==> src/rtl/if_fetch_stage.sv <==
// Instruction-fetch stage: PC register, instruction-memory addressing and IF/ID capture.
// Optional macro FETCH_ALIGN_CHECK_EN makes a misaligned redirect target fatal (HALT + fetch_misalign).
module if_fetch_stage #(
  parameter logic [31:0] RESET_PC = 32'h0000_0000,
  parameter int unsigned IM_DEPTH = 64
) (
  input  logic        clk,
  input  logic        rst,
  input  logic        stall,
  input  logic        flush,
  input  logic        redirect,
  input  logic [31:0] redirect_pc,
  input  logic        halt_req,
  input  logic [31:0] im_data,
  output logic [31:0] im_addr,
  output logic [31:0] if_pc,
  output logic [31:0] if_pc4,
  output logic [31:0] if_instr,
  output logic        if_valid,
  output logic        halted
`ifdef FETCH_ALIGN_CHECK_EN
  ,output logic       fetch_misalign
`endif
);

  typedef enum logic [1:0] {
    S_BOOT = 2'd0,
    S_RUN  = 2'd1,
    S_HALT = 2'd2
  } state_t;

  state_t      state, state_n;
  logic [31:0] pc, pc_n;
  logic [31:0] if_pc_n, if_pc4_n, if_instr_n;
  logic        if_valid_n;
  logic [31:0] pc_plus4;
  logic [31:0] target;
  logic        out_of_range;
  logic        misalign_req;

  assign pc_plus4     = pc + 32'd4;
  assign target       = {redirect_pc[31:2], 2'b00};
  assign out_of_range = {2'b00, pc[31:2]} >= 32'(IM_DEPTH);
  assign im_addr      = {2'b00, pc[31:2]};
  assign halted       = (state == S_HALT);

`ifdef FETCH_ALIGN_CHECK_EN
  logic fetch_misalign_n;
  assign misalign_req = redirect && (redirect_pc[1:0] != 2'b00);
`else
  logic unused_redirect_lsb;
  assign unused_redirect_lsb = ^redirect_pc[1:0];
  assign misalign_req        = 1'b0;
`endif

  always_ff @(posedge clk or posedge rst) begin
    if (rst) begin
      state    <= S_BOOT;
      pc       <= RESET_PC;
      if_pc    <= '0;
      if_pc4   <= '0;
      if_instr <= '0;
      if_valid <= 1'b0;
`ifdef FETCH_ALIGN_CHECK_EN
      fetch_misalign <= 1'b0;
`endif
    end else begin
      state    <= state_n;
      pc       <= pc_n;
      if_pc    <= if_pc_n;
      if_pc4   <= if_pc4_n;
      if_instr <= if_instr_n;
      if_valid <= if_valid_n;
`ifdef FETCH_ALIGN_CHECK_EN
      fetch_misalign <= fetch_misalign_n;
`endif
    end
  end

  always_comb begin
    state_n    = state;
    pc_n       = pc;
    if_pc_n    = if_pc;
    if_pc4_n   = if_pc4;
    if_instr_n = if_instr;
    if_valid_n = if_valid;
`ifdef FETCH_ALIGN_CHECK_EN
    fetch_misalign_n = fetch_misalign;
`endif
    case (state)
      S_BOOT: state_n = S_RUN;
      S_RUN: begin
        if (out_of_range) begin
          // Fetch left the image: drop the word, freeze pc, stop.
          if_instr_n = '0;
          if_valid_n = 1'b0;
          state_n    = S_HALT;
        end else begin
          if (redirect)
            pc_n = target;
          else if (!stall)
            pc_n = pc_plus4;

          if (misalign_req) begin
            if_instr_n = '0;
            if_valid_n = 1'b0;
            state_n    = S_HALT;
`ifdef FETCH_ALIGN_CHECK_EN
            fetch_misalign_n = 1'b1;
`endif
          end else if (flush) begin
            if_instr_n = '0;
            if_valid_n = 1'b0;
          end else if (!stall) begin
            if_pc_n    = pc;
            if_pc4_n   = pc_plus4;
            if_instr_n = im_data;
            if_valid_n = 1'b1;
          end

          if (halt_req)
            state_n = S_HALT;
        end
      end
      S_HALT: begin
        // Stall keeps the IF/ID entry so an older instruction can drain.
        if (!stall) begin
          if_instr_n = '0;
          if_valid_n = 1'b0;
        end
      end
      default: state_n = S_BOOT;
    endcase
  end

endmodule

==> config.mk <==
export PLATFORM = sky130hd
export DESIGN_NAME = if_fetch_stage
export DESIGN_NICKNAME = d
export VERILOG_FILES = /design/src/rtl/if_fetch_stage.sv
export SDC_FILE = /design/constraint.sdc
export NUM_CORES = 1
export LEC_CHECK = 0
export ABC_CLOCK_PERIOD_IN_PS = 8910
export CORE_ASPECT_RATIO = 0.9
export CORE_MARGIN = 3
export CORE_UTILIZATION = 48
export CTS_BUF_LIST = sky130_fd_sc_hd__clkbuf_4
export DETAILED_ROUTE_END_ITERATION = 16
export GPL_ROUTABILITY_DRIVEN = 0
export GPL_TIMING_DRIVEN = 0
export MAX_ROUTING_LAYER = met4
export PLACE_DENSITY = 0.88
export SYNTH_ARGS = -nofsm -noshare
export SYNTH_HDL_FRONTEND = slang
export SYNTH_SLANG_ARGS = --single-unit
export TNS_END_PERCENT = 100
==> constraint.sdc <==
create_clock -name clk -period 8.91 [get_ports clk]
set_input_delay 1.782 -clock clk [delete_from_list [all_inputs] [get_ports clk]]
set_output_delay 1.782 -clock clk [all_outputs]
set_load 0.1 [all_outputs]
==> metrics.cfg, run 1 <==
[global_routing]
overflow=0
grt_start_max_net_pins=109
grt_pass1_vias=3847
grt.total_usage_pct=24.0
grt_pass1_wl_um=20500
antenna_found_initial=1

[synth]
ys_ff_latch=125
synth_warnings=0
avgSynthCellArea_um2=13.5
ys_seq_area_share_pct=65.2
netlist_instances=355
ys_types=46
syn_area_mm2=0.00479

[timing]
fin_worst_hold_slack_ns=0.452
max_freq_mhz=246
max_slew_margin_pct=31.7
skew_ns=0.0239
setup_tns_ns=0
finalCritPeriodShare_pct=45.6
finalMaxSlewViolations=0
setup_viol=0
period_minus_slack_ns=4.07
tightest_slew_ns=1.02
hold_viol=0
rsz0062_at_grt=false

[cts]
cts_setup_buffers=0
insertion_delay_ns=0.51
clk_pin_slew_ns=0.09
clock_sinks=125
cts.path.max_buffers=2
cts_tree=built
cts_buffers=17
ctsHtreeMaxLevel=4
cts_root_buf=clkbuf_4
post_cts_resized=0
cts_hold_buffers=0

[worst_hold_path]
hp-start=state[1]
hold_depth=1
min_to=state[0]
hold_path.class=reg2reg

[layout]
layout-drive-gt1-share_pct=12.0
fill_cells=621
syn_to_final_growth_pct=48.8
final_cell_mix=191 x clkdlybuf4s50_1, 125 x dfrtp_1, 47 x nor2b_1, 32 x a22o_1, 24 x a21o_1
finalNetCount=643
layout_commonest_cell=clkdlybuf4s50_1

[power]
p_leak_nw=3.46
p_per_area_mw_per_mm2=161
peakVddDrop_mv=0.135

[setup_path]
worstReg2RegEnd=if_instr[3]
cp_max_fo=3
crit_path_max_incr_delay_ns=1.14
path_cells=nand2b_1, inv_1, clkdlybuf4s50_1
r2r-start=pc[20]
cp_data_required_time_ns=7.13
r2r_slack_ns=6.53
critical_path.endpoint_type=output pin
start_kind=flip-flop
crit_family=buffers and inverters
crit_buf_inv=2
critPathKind=reg2out
reg2reg_depth=6
worstPathArrival_ns=2.28
crit_path_top_delay_cell=clkdlybuf4s50_1

[floorplanning]
core_area_mm2=0.00941
rows=33
dieArea_mm2=0.0112
fp.dieH_um=101
start_util_pct=50.9
ios=200
die_w_um=111

[routing]
drt-pass1-iter-count=4
vias=3665
wirelength_um=12500
drc_errors=0
drt_iter0_drc=157
vias_per_cell=5.20
drtAntennaViolNets=0
wl_per_cell_um=17.7

[placement]
hpwl_um=9320
numPortBuffers=191

[flow_run]
cap_violations=0

[outcome]
status=complete, no violations

[per-stage QoR]
step           setup WS, ns  utilization (%)  instances  cell area, um2  total power [W]
3_5_place_dp           5.28             73.4        674            6910         0.000837
5_1_grt                4.73             75.8        705            7130          0.00121
2_1_floorplan          3.80                -        360            4810         0.000756
4_1_cts                4.78             75.8        704            7130          0.00116
3_3_place_gp           2.33             73.1        673            6880         0.000829
6_report               4.84             75.8        705            7130          0.00115
[final cells by class]
class,count,area [um2],area share [%]
Multi-Input combinational cell,199,1490,20.9
Inverter,8,35.0,0.491
Timing Repair Buffer,192,1940,27.2
Tap cell,122,153,2.14
Clock buffer,19,143,2.00
Buffer,28,166,2.33
Clock inverter,11,78.8,1.10
Antenna cell,1,2.50,0.0351
Sequential cell,125,3130,43.8
[worst max-delay path by stage]
stage	from	to	depth (start not counted)
floorplan	rst	if_instr[0]	1
global placement	rst	if_instr[13]	2
detailed placement	redirect	pc[22]	5
CTS	state[0]	halted	3
global route	state[0]	halted	3
finish	state[0]	halted	3
[state kept, by name, indices dropped and copies added, names as in the netlist]
signal	count
pc	30
if_pc4	30
if_valid	1
if_instr	32
if_pc	30
state	2
[layer usage]
metal / GRT usage, % / part of all wire (%) / vias to the layer above
met1: 28.9 / 42 / 1799
met2: 38.6 / 49 / 160
met3: 7.80 / 7.6 / 21
li1: - / - / 1685
met4: 8.51 / 1.9 / 0
met5: - / 0 / -
[synth_stat cells (all sizes together)]
| cell type | number | share of area [%] |
|---|---|---|
| nor2b | 47 | 6.1 |
| o22a | 1 | 0.18 |
| nor4b | 1 | 0.31 |
| and3 | 2 | 0.26 |
| clkinv | 1 | 0.078 |
| mux2 | 13 | 3.1 |
| nor2 | 2 | 0.16 |
| dfrtp | 125 | 65 |
| or3 | 2 | 0.26 |
| ha | 2 | 0.52 |
| mux2i | 2 | 0.42 |
| xor2 | 3 | 0.55 |
| buf | 23 | 3.1 |
| and4 | 1 | 0.18 |
| nor4 | 10 | 2.0 |
| a31o | 1 | 0.18 |
| xnor2 | 2 | 0.37 |
| nand2 | 10 | 0.78 |
| nand4b | 1 | 0.18 |
| a22o | 32 | 5.8 |
| clkbuf | 5 | 0.39 |
| a32oi | 2 | 0.37 |
| o31ai | 3 | 0.47 |
| o41ai | 1 | 0.18 |
| nor3 | 2 | 0.21 |
| nand2b | 2 | 0.26 |
| a2bb2oi | 3 | 0.55 |
| o22ai | 2 | 0.26 |
| inv | 7 | 0.55 |
| nand4 | 3 | 0.52 |
| or3b | 1 | 0.18 |
| conb | 1 | 0.078 |
| a41oi | 1 | 0.18 |
| a2111oi | 1 | 0.57 |
| nand3 | 4 | 0.42 |
| a21o | 24 | 3.8 |
| a21oi | 4 | 0.42 |
| o21ai | 8 | 0.83 |
[report_power, final]
part	leakage (nW)	switching [W]	total [W]	internal, W
sequential	1.70	0.0000120	0.000591	0.000579
combinational	1.63	0.000166	0.000235	0.0000690
clock	0.130	0.000191	0.000326	0.000136
total	3.46	0.000369	0.00115	0.000784
[worst register-to-register path: stages, from the launching register on]
cell	delay, ns
dfrtp_1	0.41
nor4_1	0.44
nand4_2	0.26
buf_6	0.21
o21ai_1	0.45
buf_2	0.36
a22o_1	0.18
[cell families (layout without fill, tap and decap cells)]
logic type / after synthesis / in the layout / share of synthesized area, %
compound gates: 83 / 83 / 13.8
buf+inv: 36 / 258 / 4.10
xor+xnor: 5 / 5 / 0.914
mux: 15 / 15 / 3.47
simple gates: 88 / 88 / 11.9
fa+ha+maj: 2 / 2 / 0.522
flops: 125 / 125 / 65.2
other cells: 1 / 7 / 0.0782
No activity file was read; power rests on OpenSTA's default activity.
==> run 2: changes to the inputs <==
--- a/config.mk
+++ b/config.mk
@@ -5,16 +5,16 @@
 export SDC_FILE = /design/constraint.sdc
 export NUM_CORES = 1
 export LEC_CHECK = 0
-export ABC_CLOCK_PERIOD_IN_PS = 8910
+export ABC_CLOCK_PERIOD_IN_PS = 3900
 export CORE_ASPECT_RATIO = 0.9
 export CORE_MARGIN = 3
-export CORE_UTILIZATION = 48
+export CORE_UTILIZATION = 44
 export CTS_BUF_LIST = sky130_fd_sc_hd__clkbuf_4
 export DETAILED_ROUTE_END_ITERATION = 16
 export GPL_ROUTABILITY_DRIVEN = 0
 export GPL_TIMING_DRIVEN = 0
 export MAX_ROUTING_LAYER = met4
-export PLACE_DENSITY = 0.88
+export PLACE_DENSITY = 0.81
 export SYNTH_ARGS = -nofsm -noshare
 export SYNTH_HDL_FRONTEND = slang
 export SYNTH_SLANG_ARGS = --single-unit
==> constraint.sdc (replaced) <==
create_clock -name clk -period 3.9 [get_ports clk]
set_input_delay 0.78 -clock clk [delete_from_list [all_inputs] [get_ports clk]]
set_output_delay 0.78 -clock clk [all_outputs]
set_load 0.1 [all_outputs]
==> run 2 against run 1 <==
Effect of this change: worst hold slack improved by 0.014 ns; worst setup slack lost 4.1 ns; non-clock buffer count up 2; clock skew grew 0.00072 ns; cell area is 1.4% higher; combinational power is 130% higher; clock power rose to 2.8 times the previous value; die area up 8.6%; utilization decreased by 6.4 points; count of clock-buffer cells in the layout down 2; sequential power up 130%.
==> metrics.cfg, run 2 (same netlist as run 1, synthesis figures left out) <==
[outcome]
status=complete, no violations

[layout]
largest_reg_flops=32
final_cell_mix=191 x clkdlybuf4s50_1, 125 x dfrtp_1, 47 x nor2b_1, 32 x a22o_1, 24 x a21o_1
multi_input_area_mm2=0.00149
top_register=if_instr
final_cells=715
antenna_cells=0
final_area_mm2=0.00723
finalNetCount=645
layout_commonest_cell=clkdlybuf4s50_1
fill_cells=767
syn_to_final_growth_pct=50.9
layout-drive-gt1-share_pct=13.1
seqCellArea_mm2=0.00313

[global_routing]
grt_pass1_wl_um=20200
grt.total_usage_pct=22.3
use_met3_pct=8.11
grt_start_max_net_pins=44
antenna_found_initial=0
grt_use_met1_pct=28.1
grtUsageMet2_pct=33.6
overflow=0
grt_pass1_vias=3854
grt_busiest_layer=met2

[timing]
max_freq_mhz=320
setup_slack_ns=0.778
hold_viol=0
setup_tns_ns=0
rsz0062_at_grt=false
max_slew_margin_pct=32.0
finalMaxSlewViolations=0
setup_viol=0
skew_ns=0.0246
tightest_slew_ns=1.02
finalCritPeriodShare_pct=80.1
period_minus_slack_ns=3.12

[routing]
drt-pass1-iter-count=4
wl_per_cell_um=17.8
vias=3674
drtAntennaViolNets=0
wirelength_um=12700
drc_errors=0
drt_iter0_drc=275
vias_per_cell=5.14

[floorplanning]
dieArea_mm2=0.0122
start_util_pct=46.0
rows=35
ios=200
die_w_um=116
fp.dieH_um=105
core_area_mm2=0.0104

[setup_path]
start_kind=flip-flop
critPathKind=reg2out
crit_family=buffers and inverters
crit_buf_inv=2
worstPathArrival_ns=2.34
cp_data_required_time_ns=3.12
crit_path_max_incr_delay_ns=1.13
crit_path_top_delay_cell=clkdlybuf4s50_1
cp_max_fo=3
path_cells=nand2b_1, inv_1, clkdlybuf4s50_1
critical_path.endpoint_type=output pin

[placement]
place_ws_ns=1.21
placed_area_mm2=0.00695
hpwl_um=9370
dp_cells=683
numPortBuffers=191

[power]
peakVddDrop_mv=0.304
power_w=0.00279
p_per_area_mw_per_mm2=386
p_leak_nw=3.48

[cts]
cts.path.max_buffers=2
insertion_delay_ns=0.55
cts_tree=built
post_cts_resized=0
cts_hold_buffers=0
clk_pin_slew_ns=0.12
ctsHtreeMaxLevel=4
cts_setup_buffers=0
cts_buffers=17
clock_sinks=125
cts_root_buf=clkbuf_4

[flow_run]
cap_violations=0

[worst_hold_path]
hold_path.class=reg2reg

-- run 2: final timing paths --
kind / from / to / slack, ns / cells past startpoint
max: state[0] / halted / 0.78 / 3
max reg2reg: pc[21] / if_instr[25] / 1.56 / 6
min: state[1] / state[0] / 0.47 / 1
min reg2reg: state[1] / state[0] / 0.47 / 1
max in group asynchronous: rst / if_pc4[9] / 2.72 / 4
min in group asynchronous: rst / if_pc4[31] / 0.66 / 3
-- run 2: area by class of cell --
class	instances	share of cell area [%]
inverter	8	0.467
buffer	28	2.30
timing repair buffer	194	27.3
clock buffer	17	1.76
sequential	125	43.2
clock inverter	15	2.14
multi-input combinational	199	20.6
tap	129	2.23
-- run 2: worst register-to-register path, stage by stage, from the launching register on --
cell and delay, ns:
dfrtp_1 0.43, nor4_1 0.40, nand4_2 0.24, buf_6 0.21
o21ai_1 0.49, buf_2 0.34, a22o_1 0.17
-- run 2: layer usage --
layer,vias up,share of wire [%]
met3,18,8.7
li1,1683,-
met1,1806,43
met5,-,0
met2,167,47
met4,0,1.4
-- run 2: metrics by stage --
stage	hold slack [ns]	utilization [%]
global route	0.488	69.4
global placement	0.424	66.1
floorplan	0.414	-
CTS	0.470	69.4
finish	0.466	69.4
detailed placement	0.451	66.7
-- run 2: report_power, final --
group,switching [W],internal (W),total [W]
Combinational,0.000376,0.000161,0.000537
Clock,0.000564,0.000340,0.000904
Sequential,0.0000290,0.00132,0.00135
Total,0.000969,0.00182,0.00279
